`src/rtl/alu_pkg.sv`:
```
// rtl/alu_pkg.sv - ALU control codes, RV32I opcodes and the decoded-entry type.
package alu_pkg;

    localparam logic [3:0] ALU_ADD  = 4'b0000;
    localparam logic [3:0] ALU_SUB  = 4'b0001;
    localparam logic [3:0] ALU_AND  = 4'b0010;
    localparam logic [3:0] ALU_OR   = 4'b0011;
    localparam logic [3:0] ALU_XOR  = 4'b0100;
    localparam logic [3:0] ALU_SLT  = 4'b0101;
    localparam logic [3:0] ALU_SLTU = 4'b0111;
    localparam logic [3:0] ALU_SLL  = 4'b1000;
    localparam logic [3:0] ALU_SRA  = 4'b1001;
    localparam logic [3:0] ALU_SRL  = 4'b1111;

    localparam logic [6:0] OP_R      = 7'b0110011;
    localparam logic [6:0] OP_I      = 7'b0010011;
    localparam logic [6:0] OP_LOAD   = 7'b0000011;
    localparam logic [6:0] OP_STORE  = 7'b0100011;
    localparam logic [6:0] OP_JALR   = 7'b1100111;
    localparam logic [6:0] OP_LUI    = 7'b0110111;
    localparam logic [6:0] OP_AUIPC  = 7'b0010111;
    localparam logic [6:0] OP_JAL    = 7'b1101111;
    localparam logic [6:0] OP_BRANCH = 7'b1100011;

    typedef struct packed {
        logic [3:0] ctrl;
        logic       imm;
        logic       ill;
    } alu_dec_t;

endpackage

```
`src/rtl/alu_ctrl_lut.sv`:
```
// rtl/alu_ctrl_lut.sv - combinational RV32I decode to ALU control; ALU_DEC_ILLEGAL_CHECK_EN enables the illegal flag.
module alu_ctrl_lut
    import alu_pkg::*;
(
    input  logic [6:0] opcode,
    input  logic [2:0] funct3,
    input  logic       funct7b5,
    output alu_dec_t   dec
);

    logic [3:0] ctrl;
    logic       imm;
    logic       bad;

    always_comb begin
        ctrl = ALU_ADD;
        imm  = 1'b0;
        bad  = 1'b0;
        case (opcode)
            OP_R: begin
                case (funct3)
                    3'b000: ctrl = funct7b5 ? ALU_SUB : ALU_ADD;
                    3'b001: begin ctrl = ALU_SLL;  bad = funct7b5; end
                    3'b010: begin ctrl = ALU_SLT;  bad = funct7b5; end
                    3'b011: begin ctrl = ALU_SLTU; bad = funct7b5; end
                    3'b100: begin ctrl = ALU_XOR;  bad = funct7b5; end
                    3'b101: ctrl = funct7b5 ? ALU_SRA : ALU_SRL;
                    3'b110: begin ctrl = ALU_OR;   bad = funct7b5; end
                    default: begin ctrl = ALU_AND; bad = funct7b5; end
                endcase
            end
            OP_I: begin
                // funct7b5 is an immediate bit here except for the shift forms
                imm = 1'b1;
                case (funct3)
                    3'b000: ctrl = ALU_ADD;
                    3'b001: begin ctrl = ALU_SLL; bad = funct7b5; end
                    3'b010: ctrl = ALU_SLT;
                    3'b011: ctrl = ALU_SLTU;
                    3'b100: ctrl = ALU_XOR;
                    3'b101: ctrl = funct7b5 ? ALU_SRA : ALU_SRL;
                    3'b110: ctrl = ALU_OR;
                    default: ctrl = ALU_AND;
                endcase
            end
            OP_LOAD, OP_STORE, OP_JALR, OP_LUI, OP_AUIPC, OP_JAL: begin
                ctrl = ALU_ADD;
                imm  = 1'b1;
            end
            OP_BRANCH: begin
                case (funct3[2:1])
                    2'b00:   ctrl = ALU_SUB;
                    2'b10:   ctrl = ALU_SLT;
                    2'b11:   ctrl = ALU_SLTU;
                    default: bad  = 1'b1;
                endcase
            end
            default: bad = 1'b1;
        endcase
        if (bad) begin
            ctrl = ALU_ADD;
            imm  = 1'b0;
        end
    end

    assign dec.ctrl = ctrl;
    assign dec.imm  = imm;
`ifdef ALU_DEC_ILLEGAL_CHECK_EN
    assign dec.ill  = bad;
`else
    assign dec.ill  = 1'b0;
`endif

endmodule

```
`src/rtl/alu_ctrl_decoder.sv`:
```
// rtl/alu_ctrl_decoder.sv - registered ALU control decode with 2-entry skid buffer; ALU_DEC_ILLEGAL_CHECK_EN selects illegal checking.
module alu_ctrl_decoder
    import alu_pkg::*;
#(
    parameter int CTRL_W = 4
) (
    input  logic              clk,
    input  logic              rst_n,
    input  logic              flush,
    input  logic              in_valid,
    output logic              in_ready,
    input  logic [6:0]        opcode,
    input  logic [2:0]        funct3,
    input  logic              funct7b5,
    output logic              out_valid,
    input  logic              out_ready,
    output logic [CTRL_W-1:0] alu_ctrl,
    output logic              alu_src_imm,
    output logic              illegal
);

    alu_dec_t dec;
    alu_dec_t main_q;
    alu_dec_t skid_q;
    logic     main_vld;
    logic     skid_vld;
    logic     accept;
    logic     main_free;

    alu_ctrl_lut u_lut (
        .opcode   (opcode),
        .funct3   (funct3),
        .funct7b5 (funct7b5),
        .dec      (dec)
    );

    assign in_ready  = !skid_vld;
    assign accept    = in_valid && in_ready;
    // main can take a new entry when it is empty or being consumed this edge
    assign main_free = !main_vld || out_ready;

    always_ff @(posedge clk or negedge rst_n) begin
        if (!rst_n) begin
            main_vld <= 1'b0;
            skid_vld <= 1'b0;
            main_q   <= '0;
            skid_q   <= '0;
        end else if (flush) begin
            main_vld <= 1'b0;
            skid_vld <= 1'b0;
            main_q   <= '0;
            skid_q   <= '0;
        end else if (main_free) begin
            if (skid_vld) begin
                main_q   <= skid_q;
                main_vld <= 1'b1;
                skid_vld <= 1'b0;
            end else if (accept) begin
                main_q   <= dec;
                main_vld <= 1'b1;
            end else begin
                main_vld <= 1'b0;
            end
        end else if (accept) begin
            skid_q   <= dec;
            skid_vld <= 1'b1;
        end
    end

    assign out_valid   = main_vld;
    assign alu_ctrl    = main_q.ctrl;
    assign alu_src_imm = main_q.imm;
    assign illegal     = main_q.ill;

endmodule

```
`config.mk`:
```
export PLATFORM = sky130hd
export DESIGN_NAME = alu_ctrl_decoder
export DESIGN_NICKNAME = d
export VERILOG_FILES = /design/src/rtl/alu_pkg.sv /design/src/rtl/alu_ctrl_lut.sv /design/src/rtl/alu_ctrl_decoder.sv
export SDC_FILE = /design/constraint.sdc
export NUM_CORES = 1
export LEC_CHECK = 0
export ABC_AREA = 0
export ABC_CLOCK_PERIOD_IN_PS = 2640
export CORE_MARGIN = 4
export CORE_UTILIZATION = 49
export DETAILED_ROUTE_END_ITERATION = 16
export PLACE_DENSITY = 0.82
export SYNTH_ARGS = -nofsm -noshare
export SYNTH_HDL_FRONTEND = slang
export SYNTH_SLANG_ARGS = --single-unit
```
`constraint.sdc`:
```
create_clock -name clk -period 2.64 [get_ports clk]
set_input_delay 0.792 -clock clk [delete_from_list [all_inputs] [get_ports clk]]
set_output_delay 0.792 -clock clk [all_outputs]
set_load 0.02 [all_outputs]
```
-- Word-level counts from Yosys, hierarchy flattened
Cells that the tools add are included.
- register bits: 14
- bits in latches: 0
- bits in writable memories: 0
- bits in read-only memories: 0
- input bits: 16
- output and inout port bits: 8
- word-level logic and storage cells: 68
- memories kept: 0
- add/subtract/negate cells: 0
- multipliers: 0
- div/mod/pow operators: 0
- order comparisons: 0
- eq/ne operators: 18
- shift-type cells: 0
- muxes and demuxes: 26
- bitwise operators: 0
- reduce and logical (&&, ||, !) cells: 16
- operator list (kind ; count):
    $pmux 4 s7 ; 2
    $mux 6 ; 6
    $eq 7x6->1 const B ; 3
    $eq 7x7->1 const B ; 3
    $eq 7x5->1 const B ; 2
    $mux 1 ; 13
    $pmux 4 s3 ; 1
    $eq 3x3->1 const B ; 3
    $pmux 3 s3 ; 1
    $eq 7x2->1 const B ; 1
    $reduce_or 7->1 ; 1
    $eq 3x2->1 const B ; 2
    $reduce_bool 3->1 ; 2
    $reduce_or 6->1 ; 1
    $eq 2x2->1 const B ; 2
    $mux 4 ; 1
    $pmux 1 s4 ; 1
    $reduce_and 2->1 ; 2
    $reduce_bool 2->1 ; 2
    $eq 3x1->1 const B ; 1
    $logic_not 3->1 ; 1
    $mux 3 ; 1
    $reduce_or 3->1 ; 1
    $logic_not 1->1 ; 2
    5 further kinds ; 5

-- Longest topological paths before layout
- word-level depth: 9
- mapped depth: 5
- mapped depth without buffers: 4

-- By module
From an unflattened synthesis, not the netlist that was laid out.
- cell total of the unflattened synthesis: 83
- area total of the unflattened synthesis: 899.6 sq um
- by module, submodules not included (module ; instances ; cells an instance ; area each (sq um) ; seq. area each (sq um)):
    alu_ctrl_decoder ; 1 ; 50 ; 630.6 ; 350.3
    alu_ctrl_lut ; 1 ; 33 ; 269.0 ; 0.0

-- Least setup slack after synthesis
Ideal clock, no wire load.
- path kind: input to register
- from: input opcode[3]
- to: register main_q (netlist bit alu_ctrl[1])
- setup time: 0.096 ns
- data arrival time: 1.926 ns
- required time: 2.544 ns
- slack: 0.618 ns
- stages: 5
- buffers on the path: 1
- cells stage by stage: or3b_1 buf_6 a2111oi_4 a31oi_1 o32ai_2
- cells in the longest elaborated chain, start to end: 8
- elaborated cells on any way between the ends: 17
- classes of those cells: 9 x eq/ne; 7 x mux; 1 x reduce/logical
- ends and longest elaborated chain (item ; line ; text):
    start, declared ; alu_ctrl_decoder.sv:12 ; input logic [6:0] opcode,
    $eq 7x2->1, or another cell as far along ; alu_ctrl_lut.sv:19 ; case (opcode)
    $reduce_or 6->1 ; alu_ctrl_lut.sv:19 ;
    $pmux 1 s4 ; alu_ctrl_lut.sv:19 ;
    $mux 4 * ; alu_ctrl_lut.sv:60 ; if (bad) begin
    $mux 6 * ; alu_ctrl_decoder.sv:58 ; end else if (accept) begin
    $mux 6 * ; alu_ctrl_decoder.sv:54 ; if (skid_vld) begin
    $mux 6 * ; alu_ctrl_decoder.sv:53 ; end else if (main_free) begin
    $mux 6 * ; alu_ctrl_decoder.sv:48 ; end else if (flush) begin
    end signal, assigned ; alu_ctrl_decoder.sv:55 ; main_q <= skid_q;
    end, declared ; alu_ctrl_decoder.sv:23 ; alu_dec_t main_q;
Mark *: on every way between the ends. The rest lies on a longest branch, timed or not. The select of a mux whose other input is x is not followed.
A chain may end at the register's enable or synchronous reset.

-- Worst setup path after layout
- from: input opcode[4]
- to: register skid_q[4] (netlist name)
- cells in the longest elaborated chain, start to end: 7
- elaborated cells on any way between the ends: 16
- classes of those cells: 9 x eq/ne; 6 x mux; 1 x reduce/logical
- ends and longest elaborated chain (item ; line ; text):
    $eq 7x2->1, or another cell as far along ; alu_ctrl_lut.sv:19 ;
    $reduce_or 6->1 ; alu_ctrl_lut.sv:19 ;
    $pmux 1 s4 ; alu_ctrl_lut.sv:19 ;
    $mux 4 * ; alu_ctrl_lut.sv:60 ;
    $mux 6 * ; alu_ctrl_decoder.sv:64 ; end else if (accept) begin
    $mux 6 * ; alu_ctrl_decoder.sv:53 ;
    $mux 6 * ; alu_ctrl_decoder.sv:48 ;
    end signal, assigned ; alu_ctrl_decoder.sv:47 ; skid_q <= '0;
    end signal, assigned ; alu_ctrl_decoder.sv:52 ; skid_q <= '0;
    end signal, assigned ; alu_ctrl_decoder.sv:65 ; skid_q <= dec;
    end, declared ; alu_ctrl_decoder.sv:24 ; alu_dec_t skid_q;
Marks and branches as above.

==> metrics.md <==
| Metric | Value |
|---|---|
| Status | `complete, no violations` |
| Cts repair resizes | `0` |
| CP arrival | `2500 ps` |
| First-pass GRT wire length | `3.35 mm` |
| Worst path bufs/invs | `1` |
| Final setup viols | `0` |
| Asr flop ratio synth | `1.00` |
| CP delay by family, top | `compound AO/OA/AOI/OAI gates` |
| Seq/Total Area, Yosys | `0.368` |
| Die area | `0.00238 sq mm` |
| Share of layout cells above drive strength 1 | `0.106` |
| Dpl cells | `125` |
| Placed inst area | `0.00105 sq mm` |
| Finished Layout Cells | `129` |
| Worst Hold Slack | `493 ps` |
| Int Pwr | `308 uW` |
| Period minus WS final | `2320 ps` |
| Syn_area_per_cell | `9.18 sq um` |
| DRT iter0 DRCs | `17` |
| Utilization after layout | `0.705` |
| Clk root buf | `clkbuf_4` |
| Hold Violations, Final | `0` |
| Skew final | `0.961 ps` |
| Vias in the first global route | `781` |
| CTS H-Tree Depth | `1` |
| Ports | `24` |
| WL final | `1.96 mm` |
| Measured slew at the worst slew-check pin | `532 ps` |
| PD cells | `386 mW/mm^2` |
| CTS tree | `done` |
| Comb power frac | `0.195` |
| Slowest cell delay on critical path | `500 ps` |
| Drt pass-1 iters | `4` |
| Largest net degree at the start of global routing | `13` |
| Diode count | `0` |
| Core box area | `0.00154 sq mm` |
| Synthesis-to-layout area growth | `32.9%` |
| Fin. max-slew vios | `0` |
| Register clock-pin slew on the reported worst setup and hold paths | `80 ps` |
| Post-synth top flop | `dfrtp_1` |
| Synth warn | `0` |
| Effective utilization at floorplan | `0.530` |
| Max Root-Sink Buffers | `2` |
| Seq pwr share | `0.450` |
| TNS Setup | `0 ps` |
| CP max FO | `6` |
| Clock sink count | `12` |
| Initial antenna violation count | `0` |
| Post-Syn Instances | `89` |
| Hold Buf Count CTS | `0` |
| Slew margin rel. | `0.644` |
| Drc violations | `0` |
| Critical path cell sequence | `clkdlybuf4s50_1 > or3b_1 > a2111oi_2 > o31ai_1 > o31ai_1` |
| Fmax | `431 MHz` |
| Cell mode on critical path | `o31ai_1` |
| Sw frac | `0.264` |
| Req. time, crit path | `2810 ps` |
| Die width | `48.8 um` |
| Post-CTS Setup Bufs | `0` |
| Pleak | `0.413 nW` |
| GRT Util Overall | `0.176` |
| Die height | `48.8 um` |
| Number of synthesized flops with an enable pin | `0` |
| WS Path Type | `in2reg` |
| Final GP Congestion | `0.902` |
| CTS Buf Count | `3` |
| CP endpoint kind | `flop` |
| Final Instance Area | `0.00109 sq mm` |
| Library cells used by synthesis | `37` |
| RSZ-0062 raised after global routing | `false` |
| Total net switching power | `110 uW` |
| Startpoint type of the worst setup path | `input pin` |
| HPWL after DPL | `1.57 mm` |
| IO Port Bufs | `22` |
| Slowest cell on the critical path | `clkdlybuf4s50_1` |
| Clock insertion delay at the later pin of the skew report | `280 ps` |
| Layout Nets | `130` |
| Final period utilization | `0.880` |
| Post-synthesis instance area | `817 sq um` |
| Clock power frac | `0.354` |
| # rows | `14` |
| Overflow after GRT | `0` |
| Vias per cell | `6.36` |
| Maxcap violations | `0` |
| Syn Nets | `105` |
| Hold WC Path Type | `reg2reg` |
| Routed vias | `820` |
| Wirelength per Cell | `15.2 um` |
| Peak VDD IR | `204 uV` |
| Post-route ant nets | `0` |
| Seq cells post-synth | `12` |
[Yosys cell counts (all sizes together), types with 2 or more instances]
cell     count  area (sq um)
nand2       10          37.5
a31oi        2          12.5
o32ai        3          33.8
clkbuf       3          11.3
a32oi        3          26.3
inv          3          11.3
nand2b       2          12.5
or3b         2          17.5
nand3        6          30.0
a21oi        2          10.0
o21ai        6          30.0
and3         2          12.5
nor2         5          18.8
a2111oi      2          42.5
nand4bb      2          22.5
a21o         2          15.0
buf          2          18.8
dfrtp       12           300
o31ai        7          57.6
[power by group through the flow]
| stage | Clock, mW | Combinational (mW) | Sequential, mW |
|---|---|---|---|
| final | 0.148 | 0.0818 | 0.189 |
| after global routing | 0.163 | 0.0890 | 0.189 |
| after CTS | 0.152 | 0.0818 | 0.189 |
| after detailed placement | 0 | 0.0816 | 0.192 |
| after global placement | 0 | 0.0803 | 0.192 |
| after floorplan | 0 | 0.0361 | 0.194 |
[path summary, 6_finish.rpt]
| check | from | to | slack (ps) | cells after the start |
|---|---|---|---|---|
| hold reg to reg | skid_q[1] | skid_q[1] | 490 | 2 |
| setup reg to reg | skid_vld | alu_src_imm | 950 | 4 |
| hold / removal | skid_q[1] | skid_q[1] | 490 | 2 |
| max in group asynchronous | rst_n | alu_ctrl[1] | 1430 | 1 |
| setup / recovery | opcode[4] | skid_q[4] | 320 | 5 |
| min in group asynchronous | rst_n | skid_q[3] | 860 | 1 |
[area by class of cell]
type                    count  area (sq um)
clock buffers               4          36.3
repair buffers             25           243
flip-flops and latches     12           300
inverters                   3          11.3
multi-input cells          69           475
fillers                   132           455
well taps                  16          20.0
[layout by cell type, fill, tap and decap left out, types with 3 or more instances in the layout]
master and instances:
nor2_1 5, o31ai_1 6, inv_1 3, o21ai_0 4
dfrtp_1 12, clkdlybuf4s50_1 22, clkbuf_4 3, buf_4 3
a32oi_1 3, nand2_1 10, nand3_1 6
[routing by layer]
metal / vias to the layer above / global-route usage / share of wire
met5: - / 0 / 0
met1: 382 / 0.199 / 0.41
met4: 0 / 0.121 / 0.033
met3: 7 / 0.0306 / 0.070
met2: 35 / 0.296 / 0.49
li1: 396 / - / -
[flip-flops by register name (all words and copies together), names as in the netlist]
| signal | cells |
|---|---|
| skid_q | 5 |
| alu_ctrl | 4 |
| alu_src_imm | 1 |
| out_valid | 1 |
| skid_vld | 1 |
[per-stage QoR]
step	power, mW	setup slack [ps]
4_1_cts	0.422	296
3_5_place_dp	0.274	3.10
6_report	0.419	317
3_3_place_gp	0.272	78.7
5_1_grt	0.441	217
2_1_floorplan	0.230	618
[cell families after synthesis]
kind of cell | count (synthesis) | synth area share
AO/OA/AOI/OAI | 34 | 0.354
AND/OR/NAND/NOR | 34 | 0.224
other | 1 | 0.00459
buffers and inverters | 8 | 0.0505
flip-flops | 12 | 0.368
[worst register-to-register path: stages, from the launching register on]
cell     delay [ps]
dfrtp_1         470
or3b_1          470
nor2_1          180
o21ai_1         170
o32ai_1         290
Note: power is estimated with default switching activity, not from simulation.
